==> config.mk <==
export PLATFORM = sky130hd
export DESIGN_NAME = sop_sweep_engine
export DESIGN_NICKNAME = d
export VERILOG_FILES = /design/src/rtl/sop_pkg.sv /design/src/rtl/sop_mask_lut.sv /design/src/rtl/sop_sweep_engine.sv
export SDC_FILE = /design/constraint.sdc
export NUM_CORES = 1
export LEC_CHECK = 0
export BUFFER_PORTS_ARGS = -buffer_cell sky130_fd_sc_hd__buf_2
export CORE_MARGIN = 5
export CORE_UTILIZATION = 25
export CTS_CLUSTER_SIZE = 16
export DETAILED_ROUTE_END_ITERATION = 10
export PLACE_DENSITY_LB_ADDON = 0.08
export SKIP_LAST_GASP = 1
export SYNTH_ARGS = -nofsm -noshare
export SYNTH_HDL_FRONTEND = slang
export SYNTH_SLANG_ARGS = --single-unit
export TNS_END_PERCENT = 5
==> constraint.sdc <==
create_clock -name clk -period 2.7 [get_ports clk]
set_input_delay 0.27 -clock clk [delete_from_list [all_inputs] [get_ports clk]]
set_output_delay 0.27 -clock clk [all_outputs]
set_load 0.05 [all_outputs]
==> src/rtl/sop_pkg.sv <==
// Shared types and constants for the sum-of-products sweep engine.
// No logic; state encoding, mode codes and the reference 4-input mask.
// Not applicable (no datapath).
package sop_pkg;

    typedef enum logic [1:0] {
        IDLE  = 2'd0,
        EVAL  = 2'd1,
        SWEEP = 2'd2,
        FIN   = 2'd3
    } sop_state_e;

    localparam logic MODE_SINGLE = 1'b0;
    localparam logic MODE_SWEEP  = 1'b1;

    // F(W,X,Y,Z) = m(0,1,8,9,10,11,12,14,15)
    localparam logic [15:0] SOP_DEFAULT_MASK_4 = 16'hDF03;

endpackage

==> src/rtl/sop_mask_lut.sv <==
// Selects one bit of a minterm mask: f = mask[idx].
// Combinational, zero cycles.
// No handshake; output follows inputs.
module sop_mask_lut #(
    parameter int N_IN = 4,
    localparam int MASK_W = 2 ** N_IN
) (
    input  logic [MASK_W-1:0] mask_i,
    input  logic [N_IN-1:0]   idx_i,
    output logic              f_o
);

    assign f_o = mask_i[idx_i];

endmodule

==> src/rtl/sop_sweep_engine.sv <==
// Loadable minterm-mask function: single evaluation or full 2^N_IN sweep with ones count.
// First beat one cycle after start; out_f is combinational from registered mask/idx.
// Output beats hold while out_valid && !out_ready; start/mask_load dropped while busy.
module sop_sweep_engine
    import sop_pkg::*;
#(
    parameter int N_IN = 4,
    localparam int MASK_W = 2 ** N_IN,
    parameter logic [MASK_W-1:0] DEFAULT_MASK = MASK_W'(SOP_DEFAULT_MASK_4)
) (
    input  logic              clk,
    input  logic              rst_n,
    input  logic              mask_load,
    input  logic [MASK_W-1:0] mask_in,
    input  logic              start,
    input  logic              mode,
    input  logic [N_IN-1:0]   eval_in,
    input  logic              out_ready,
    output logic              busy,
    output logic              out_valid,
    output logic [N_IN-1:0]   out_idx,
    output logic              out_f,
    output logic [N_IN:0]     ones_count,
    output logic              done
);

    localparam logic [N_IN-1:0] IDX_LAST = N_IN'(MASK_W - 1);

    sop_state_e        state_q, state_d;
    logic [MASK_W-1:0] mask_q, mask_d;
    logic [N_IN-1:0]   idx_q, idx_d;
    logic              vld_q, vld_d;
    logic [N_IN:0]     cnt_q, cnt_d;
    logic              lut_f;
    logic              xfer;

    sop_mask_lut #(.N_IN(N_IN)) u_lut (
        .mask_i (mask_q),
        .idx_i  (idx_q),
        .f_o    (lut_f)
    );

    assign xfer = vld_q && out_ready;

    // Next-state: mask is only writable in IDLE, so it can never change mid-operation.
    always_comb begin
        state_d = state_q;
        mask_d  = mask_q;
        idx_d   = idx_q;
        vld_d   = vld_q;
        cnt_d   = cnt_q;
        case (state_q)
            IDLE: begin
                if (mask_load) begin
                    mask_d = mask_in;
                end
                if (start) begin
                    vld_d = 1'b1;
                    if (mode == MODE_SWEEP) begin
                        state_d = SWEEP;
                        idx_d   = '0;
                        cnt_d   = '0;
                    end else begin
                        state_d = EVAL;
                        idx_d   = eval_in;
                    end
                end
            end
            EVAL: begin
                if (xfer) begin
                    vld_d   = 1'b0;
                    state_d = IDLE;
                end
            end
            SWEEP: begin
                if (xfer) begin
                    cnt_d = cnt_q + {{N_IN{1'b0}}, lut_f};
                    if (idx_q == IDX_LAST) begin
                        vld_d   = 1'b0;
                        state_d = FIN;
                    end else begin
                        idx_d = idx_q + 1'b1;
                    end
                end
            end
            FIN: begin
                state_d = IDLE;
            end
            default: begin
                state_d = IDLE;
            end
        endcase
    end

    // State registers; reset aborts any sweep and restores the reference mask.
    always_ff @(posedge clk or negedge rst_n) begin
        if (!rst_n) begin
            state_q <= IDLE;
            mask_q  <= DEFAULT_MASK;
            idx_q   <= '0;
            vld_q   <= 1'b0;
            cnt_q   <= '0;
        end else begin
            state_q <= state_d;
            mask_q  <= mask_d;
            idx_q   <= idx_d;
            vld_q   <= vld_d;
            cnt_q   <= cnt_d;
        end
    end

    // out_f is qualified by valid so an idle engine shows 0 regardless of mask[out_idx].
    assign out_f      = vld_q & lut_f;
    assign out_valid  = vld_q;
    assign out_idx    = idx_q;
    assign ones_count = cnt_q;
    assign busy       = (state_q != IDLE);
    assign done       = (state_q == FIN);

endmodule

Word level (Yosys, flattened, before mapping)
Cells that the tools add are included.

storage, ports and cells
  output and inout port bits = 13
  bits in latches = 0
  RAM bits = 0
  bits in read-only memories = 0
  bits of input ports = 26
  register bits after elaboration = 28
  memories = 0
  word-level logic and storage cells = 51

operators by class
  multiply operators = 0
  equal/unequal tests = 10
  div/mod/pow operators = 0
  bitwise gates (word level) = 1
  reduce and logical (&&, ||, !) cells = 10
  shift-type cells = 0
  magnitude comparators = 1
  mux-type cells = 22
  add/sub/neg operators = 2

operators with widths
  operator                                                              number
  4-bit two-way mux                                                     4
  5-bit two-way mux                                                     3
  2-bit inequality test, second input constant                          6
  4-bit AND reduction                                                   3
  2-bit two-way mux                                                     5
  5-bit case mux with 2 select lines                                    1
  2-bit case mux with 4 select lines                                    1
  4-bit case mux with 2 select lines                                    1
  5-bit by 1-bit adder with 5-bit output                                1
  4-bit by 5-bit < comparator with 1-bit output, second input constant  1
  1-bit two-way mux                                                     5
  5-bit AND reduction                                                   1
  4-bit by 1-bit adder with 4-bit output, second input constant         1
  1-bit binary-select mux with 4-bit select                             1
  2-bit == test, second input constant                                  2
  4-bit == test, second input constant                                  1
  2-bit nonzero test                                                    2
  1-bit case mux with 3 select lines                                    1
  3-bit nonzero test                                                    1
  2-bit by 1-bit == test with 1-bit output, second input constant       1
  2-bit logical NOT                                                     1
  2-bit AND reduction                                                   1
  1-bit AND                                                             1
  1-bit logical AND                                                     1

Logic depth before layout (Yosys ltp)
Gate-level depths: netlist (run 1).

  depth in word-level cells = 5
  depth in mapped cells = 11
  gate-level depth less buffers = 10

Modules after synthesis
From an unflattened synthesis (run 1), not the netlist that was laid out.

unflattened totals
  cells, all modules = 131
  area total of the unflattened synthesis = 1592.8 sq um

by module, submodules not included
  module            area an instance (sq um)  cells an instance  instances  seq. area each (sq um)
  sop_sweep_engine  1457.6                    124                1          711.9
  sop_mask_lut      135.1                     7                  1          0.0

Worst setup path after synthesis (run 1)
No wires, ideal clock.

  path type = register to output
  start point = reg idx_q[3], in the netlist out_idx[3]
  end point = out out_f
  arrival = 2387 ps
  cell stages (with the launch flop) = 6
  setup slack = 43 ps
  cell sequence = dfrtp_1 -> buf_6 -> mux4_2 -> and2_4 -> a211oi_2 -> nor3_1

on the way
  word-level cells in the longest chain between the ends = 3

RTL lines
  element                                    line                     source
  start, declared                            sop_sweep_engine.sv:31   logic [N_IN-1:0] idx_q, idx_d;
  start signal, assigned                     sop_sweep_engine.sv:106  idx_q <= idx_d;
  1-bit binary-select mux with 4-bit select  sop_mask_lut.sv:13       assign f_o = mask_i[idx_i];
  1-bit two-way mux (implied by the code)    sop_mask_lut.sv:13
  1-bit AND                                  sop_sweep_engine.sv:113  assign out_f = vld_q & lut_f;
  end, declared                              sop_sweep_engine.sv:22   output logic out_f,

Every way passes these cells. The select of a mux whose other input is x is not followed.

Worst setup path after layout (run 1)
  start point = reg idx_q[3], in the netlist out_idx[3]
  end point = reg cnt_q[4], in the netlist ones_count[4]

on the way
  word-level cells in the longest chain between the ends = 5

RTL lines
  element                                    line                     source
  1-bit binary-select mux with 4-bit select  sop_mask_lut.sv:13
  1-bit two-way mux (implied by the code)    sop_mask_lut.sv:13
  5-bit by 1-bit adder with 5-bit output     sop_sweep_engine.sv:77   cnt_d = cnt_q + {{N_IN{1'b0}}, lut_f};
  5-bit two-way mux                          sop_sweep_engine.sv:76   if (xfer) begin
  5-bit case mux with 2 select lines         sop_sweep_engine.sv:52   case (state_q)
  end signal, assigned                       sop_sweep_engine.sv:108  cnt_q <= cnt_d;
  end, declared                              sop_sweep_engine.sv:33   logic [N_IN:0] cnt_q, cnt_d;

Every way passes these cells. The select of a mux whose other input is x is not followed.
A chain may end at the register's enable or synchronous reset.

==> impl_metrics.tcl, run 1 <==
set metrics [dict create \
    status "finished clean" \
    min_period_over_period 0.885 \
    period_needed_ps 2390 \
    vias 1115 \
    synth_nets 164 \
    ys.flop_type "dfrtp_1" \
    htree_levels 1 \
    worstMarginPinSlew_ps 694 \
    wirelength_um 3580 \
    synth-edff-count 0 \
    powerDensity_mw_per_mm2 1250 \
    r2r_setup_slack_ps 310 \
    setup.worst_path.start_class "flip-flop" \
    arrival_ps 2560 \
    path_clk_slew_ps 100 \
    fin_nets 204 \
    skew_ps 3.98 \
    avgRoutedWirePerCell_um 14.7 \
    max_cap_viol_count 0 \
    start_util 0.260 \
    synthDistinctLibCells 36 \
    drc_errors 0 \
    final_common_cell "buf_2" \
    io_pins 39 \
    p_int_mw 1.37 \
    synth.avg_cell_area_um2 12.0 \
    p_comb_frac 0.517 \
    critical_path_class "flip-flop to flip-flop" \
    die-area_mm2 0.00790 \
    swShare 0.423 \
    yosysSeqAreaShare 0.457 \
    yosys_register_bits 28 \
    grt-ovfl-total 0 \
    rsz0062_at_grt "false" \
    hold_buffers 0 \
    die_x_um 88.9 \
    seqPwrFrac 0.343 \
    setup_tns_ps 0 \
    vdd_drop_max_uv 385 \
    die_h_um 88.9 \
    setup_ws_ps 310 \
    place.gp.congestion 0.832 \
    pre_cts_ws_ps 193 \
    place_area_mm2 0.00183 \
    dp_hpwl_um 2780 \
    grt_antenna_before_repair 0 \
    grt_use_met3 0.0249 \
    rows 28 \
    setup_violations 0 \
    design.core.area_mm2 0.00599 \
    ant_nets 0 \
    drv_slew 0 \
    cts_buffer_depth 2 \
    diodes 0 \
    use_met2 0.168 \
    power.switching_mw 1.01 \
    cts_root_buf "clkbuf_8" \
    finish.instance_area_mm2 0.00190 \
    synthCells 130 \
    cts.sinks 28 \
    netlist_area_mm2 0.00156 \
    crit_path_end_kind "flip-flop" \
    grt_max_degree 29 \
    grtUsageTotal 0.101 \
    grt-busiest-layer "met2" \
    met1_usage 0.130 \
    postSynth.asyncResetShare 1.00 \
    via_per_inst 4.57 \
    required_ps 2870 \
    finalPower_mw 2.37 \
    io_buffer_count 38 \
    cts_tree "done" \
    clock_latency_ps 270 \
    finalHoldViolCount 0 \
    grt_pass1_wl_um 6180 \
    syn_to_final_growth_pct 21.9 \
    drtPass1Iterations 4 \
    first_iter_violations 47 \
    drive_above_1_share 0.450 \
    yosys_warnings 0 \
    cts-buffers-inserted 3 \
    p_clk_frac 0.140 \
    first_global_vias 1228 \
    critPathMaxFanout 11 \
    hold_class "input port to async pin" \
    power.leakage_nw 0.866 \
    layout_common_cells "38 x buf_2, 18 x dfrtp_1, 17 x mux2_2" \
    fmax_mhz 418 \
    slew_headroom 0.536 \
]
worst paths after layout:
kind	startpoint	to	cells after the start
max	out_idx[3]$_DFFE_PN0P_	ones_count[4]$_DFFE_PN0P_	10
max reg2reg	out_idx[3]$_DFFE_PN0P_	ones_count[4]$_DFFE_PN0P_	10
max in group asynchronous	rst_n	out_idx[3]$_DFFE_PN0P_	1
min	rst_n	ones_count[4]$_DFFE_PN0P_	1
min reg2reg	mask_q[3]$_DFFE_PN0P_	mask_q[3]$_DFFE_PN0P_	1
min in group clk	mask_in[15]	mask_q[15]$_DFFE_PN1P_	2
area by class of cell:
class	count	area [um2]
clock buffers	3	41.3
clock inverters	1	30.0
fillers	636	4090
inverters	9	33.8
multi-input cells	88	781
flip-flops and latches	28	713
well taps	75	93.8
repair buffers	40	205
per-layer routing:
| layer | vias to the layer above | part of all wire |
|---|---|---|
| li1 | 558 | - |
| met1 | 529 | 0.46 |
| met2 | 26 | 0.48 |
| met3 | 2 | 0.057 |
| met4 | 0 | 0.0064 |
| met5 | - | 0 |
registers in the layout, indices dropped and copies added, names as in the netlist:
name / flops
mask_q: 16
ones_count: 5
out_idx: 4
out_valid: 1
state_q: 2
cells in the mapped netlist, drive strengths merged (2+ instances only):
library cell,n,share of area
nor3b,2,0.0096
buf,4,0.017
a211oi,2,0.016
mux4,4,0.065
o22ai,3,0.012
o31ai,2,0.0096
a22o,2,0.011
nor2,3,0.0072
nand2,10,0.024
ha,8,0.064
nand3,6,0.019
a21boi,2,0.0096
dfrtp,19,0.31
o21ai,5,0.016
inv,9,0.022
mux2,17,0.12
a31oi,2,0.0080
mux2i,6,0.039
dfstp,9,0.15
what timing repair did:
action / 4_1_cts / 5_1_grt
setup buffers: 0 / 0
setup endpoints to repair: 0 / 1
gates resized for setup: 0 / 1
metrics by stage:
| step | hold WS [ps] | instances | utilization |
|---|---|---|---|
| 6_report | 1.30 | 244 | 0.317 |
| 4_1_cts | 31.6 | 244 | 0.317 |
| 5_1_grt | 70.1 | 244 | 0.317 |
| 2_1_floorplan | -25.6 | 130 | - |
| 3_3_place_gp | 340 | 240 | 0.305 |
| 3_5_place_dp | 341 | 240 | 0.305 |
power by group through the flow:
stage,Sequential (mW),Combinational [mW],Clock (mW)
3_5_place_dp,0.828,1.24,0
2_1_floorplan,0.922,0.851,0
6_report,0.814,1.23,0.332
4_1_cts,0.819,1.25,0.351
3_3_place_gp,0.834,1.22,0
5_1_grt,0.851,1.35,0.361
worst max-delay path, stage by stage (launching register included):
cell	delay, ps
dfrtp_2	510
mux4_2	540
and2_4	170
a211oi_2	230
nor2_1	80
ha_1	200
ha_1	200
nand3_1	100
nor3b_1	50
mux2i_1	120
nand2_1	70
kinds of logic after synthesis:
logic type | after synthesis | synth area share
flip-flops | 28 | 0.457
multiplexers | 27 | 0.227
AND/OR/NAND/NOR | 27 | 0.0876
AO/OA/AOI/OAI | 26 | 0.123
buffers and inverters | 14 | 0.0410
adder cells (fa/ha/maj) | 8 | 0.0643
Note: power is estimated with default switching activity, not from simulation.
==> run 2, diff against run 1 <==
--- a/config.mk
+++ b/config.mk
@@ -11,6 +11,7 @@
 export CTS_CLUSTER_SIZE = 16
 export DETAILED_ROUTE_END_ITERATION = 10
 export PLACE_DENSITY_LB_ADDON = 0.08
+export REMOVE_ABC_BUFFERS = 1
 export SKIP_LAST_GASP = 1
 export SYNTH_ARGS = -nofsm -noshare
 export SYNTH_HDL_FRONTEND = slang
==> run 2 against run 1 <==
Against the previous run: maximum frequency fell by 0.37%; global-route usage fell by 0.20 points; worst setup slack got worse by 8.8 ps; non-clock buffer count rose by 1; sequential cell count did not move; via count rose by 2.6%; clock skew fell by 0.56 ps; clock-buffer cell count rose by 1; final area fell by 0.99%; core utilization fell by 0.31 points; critical endpoint unchanged.
==> impl_metrics.tcl, run 2 (synthesis results as in run 1) <==
set metrics [dict create \
    status "finished clean" \
    r2r_end "ones_count[4]$_DFFE_PN0P_" \
    htree_levels 1 \
    setup.worst_path.start_class "flip-flop" \
    syn_to_final_growth_pct 20.7 \
    wirelength_um 3660 \
    period_needed_ps 2400 \
    design.core.area_mm2 0.00599 \
    first_global_vias 1269 \
    finalHoldViolCount 0 \
    required_ps 2860 \
    critPathMaxFanout 11 \
    hold_class "input port to async pin" \
    worstMarginPinSlew_ps 651 \
    setup_violations 0 \
    die_h_um 88.9 \
    crit_path_frequent_cell "ha_1" \
    critical_path_class "flip-flop to flip-flop" \
    rsz0062_at_grt "false" \
    vias 1144 \
    setup_tns_ps 0 \
    vdd_drop_max_uv 461 \
    grt_pass1_wl_um 6090 \
    r2r_setup_slack_ps 300 \
    finalPower_mw 2.29 \
    drive_above_1_share 0.447 \
    grt-ovfl-total 0 \
    crit_path_cell_trace "mux4_2 -> and2_4 -> a211oi_2 -> nor2_1 -> ha_1 -> ha_1 -> nand3_1 -> nor3b_1 -> mux2i_1 -> nand2_1" \
    final_common_cell "buf_2" \
    crit_path_max_incr_delay_ps 530 \
    path_buf_inv 0 \
    skew_ps 3.42 \
    powerDensity_mw_per_mm2 1220 \
    slowest_stage "mux4_2" \
    top_register "mask_q" \
    die-area_mm2 0.00790 \
    arrival_ps 2560 \
    avgRoutedWirePerCell_um 14.9 \
    postCtsSetupRepairBufs 0 \
    min_period_over_period 0.888 \
    layout_common_cells "38 x buf_2, 18 x dfrtp_1, 17 x mux2_2" \
    io_buffer_count 38 \
    path_clk_slew_ps 90 \
    fmax_mhz 417 \
    rows 28 \
    largest_reg_flops 16 \
    cts-buffers-inserted 3 \
    first_iter_violations 29 \
    cts_buffer_depth 2 \
    grtUsageTotal 0.0986 \
    cts.sinks 28 \
    dp_hpwl_um 2900 \
    grt_max_degree 29 \
    cts_root_buf "clkbuf_8" \
    max_cap_viol_count 0 \
    post_cts_resized 0 \
    die_x_um 88.9 \
    drc_errors 0 \
    nFillCells 615 \
    drv_slew 0 \
    drtPass1Iterations 4 \
    io_pins 39 \
    slew_headroom 0.565 \
    critPathTopFamily "multiplexers" \
    start_util 0.260 \
    ff2ff_path_depth 10 \
    power.leakage_nw 0.858 \
    r2r_start "out_idx[3]$_DFFE_PN0P_" \
    startpoint "out_idx[3]$_DFFE_PN0P_" \
    place.gp.congestion 0.764 \
    cts_tree "done" \
    diodes 0 \
    clock_latency_ps 270 \
    crit_path_end_kind "flip-flop" \
    grt_antenna_before_repair 0 \
    fin_nets 205 \
    via_per_inst 4.67 \
    ant_nets 0 \
    hold_buffers 0 \
]
-- run 2: cell types whose count changed in the layout (fill, tap and decap cells not counted), sizes merged --
cell | previous run | this run
clkbuf | 3 | 4
bufinv | 1 | 0
buf | 40 | 41
-- run 2: area by class of cell --
class,instances,area (um2),area share
inverters,9,33.8,0.0180
flip-flops and latches,28,713,0.379
well taps,75,93.8,0.0499
clock buffers,4,45.0,0.0240
multi-input cells,88,781,0.415
repair buffers,41,213,0.113
-- run 2: report_power, final --
part	total, mW	switching (mW)	leakage [nW]	internal, mW
Sequential	0.817	0.160	0.334	0.657
Clock	0.230	0.124	0.0228	0.106
Combinational	1.24	0.714	0.501	0.525
-- run 2: how the worst max path moves through the flow --
stage	endpoint	slack (ps)	cells past startpoint
after CTS	ones_count[4]$_DFFE_PN0P_	170	10
after global placement	ones_count[4]$_DFFE_PN0P_	260	10
after detailed placement	ones_count[4]$_DFFE_PN0P_	200	10
final	ones_count[4]$_DFFE_PN0P_	300	10
after global routing	ones_count[4]$_DFFE_PN0P_	100	10
after floorplan	out_f	6	4
-- run 2: metrics by stage --
stage                     cells  instance area [um2]   util  hold WS, ps  setup WS, ps
after global placement      241                 1830  0.306          333           263
after floorplan             125                 1530      -        -25.6          5.84
after detailed placement    241                 1830  0.306          347           196
after global routing        245                 1880  0.314         63.8          98.7
after CTS                   245                 1880  0.313         34.1           171
final                       245                 1880  0.314         14.3           301
-- run 2: routing by layer --
layer	global-route usage	share of wire	wire length (um)
met1	0.114	0.41	1510
met2	0.182	0.54	1980
met3	0.0212	0.041	150
met4	0.0288	0.0074	27
met5	0	0	0
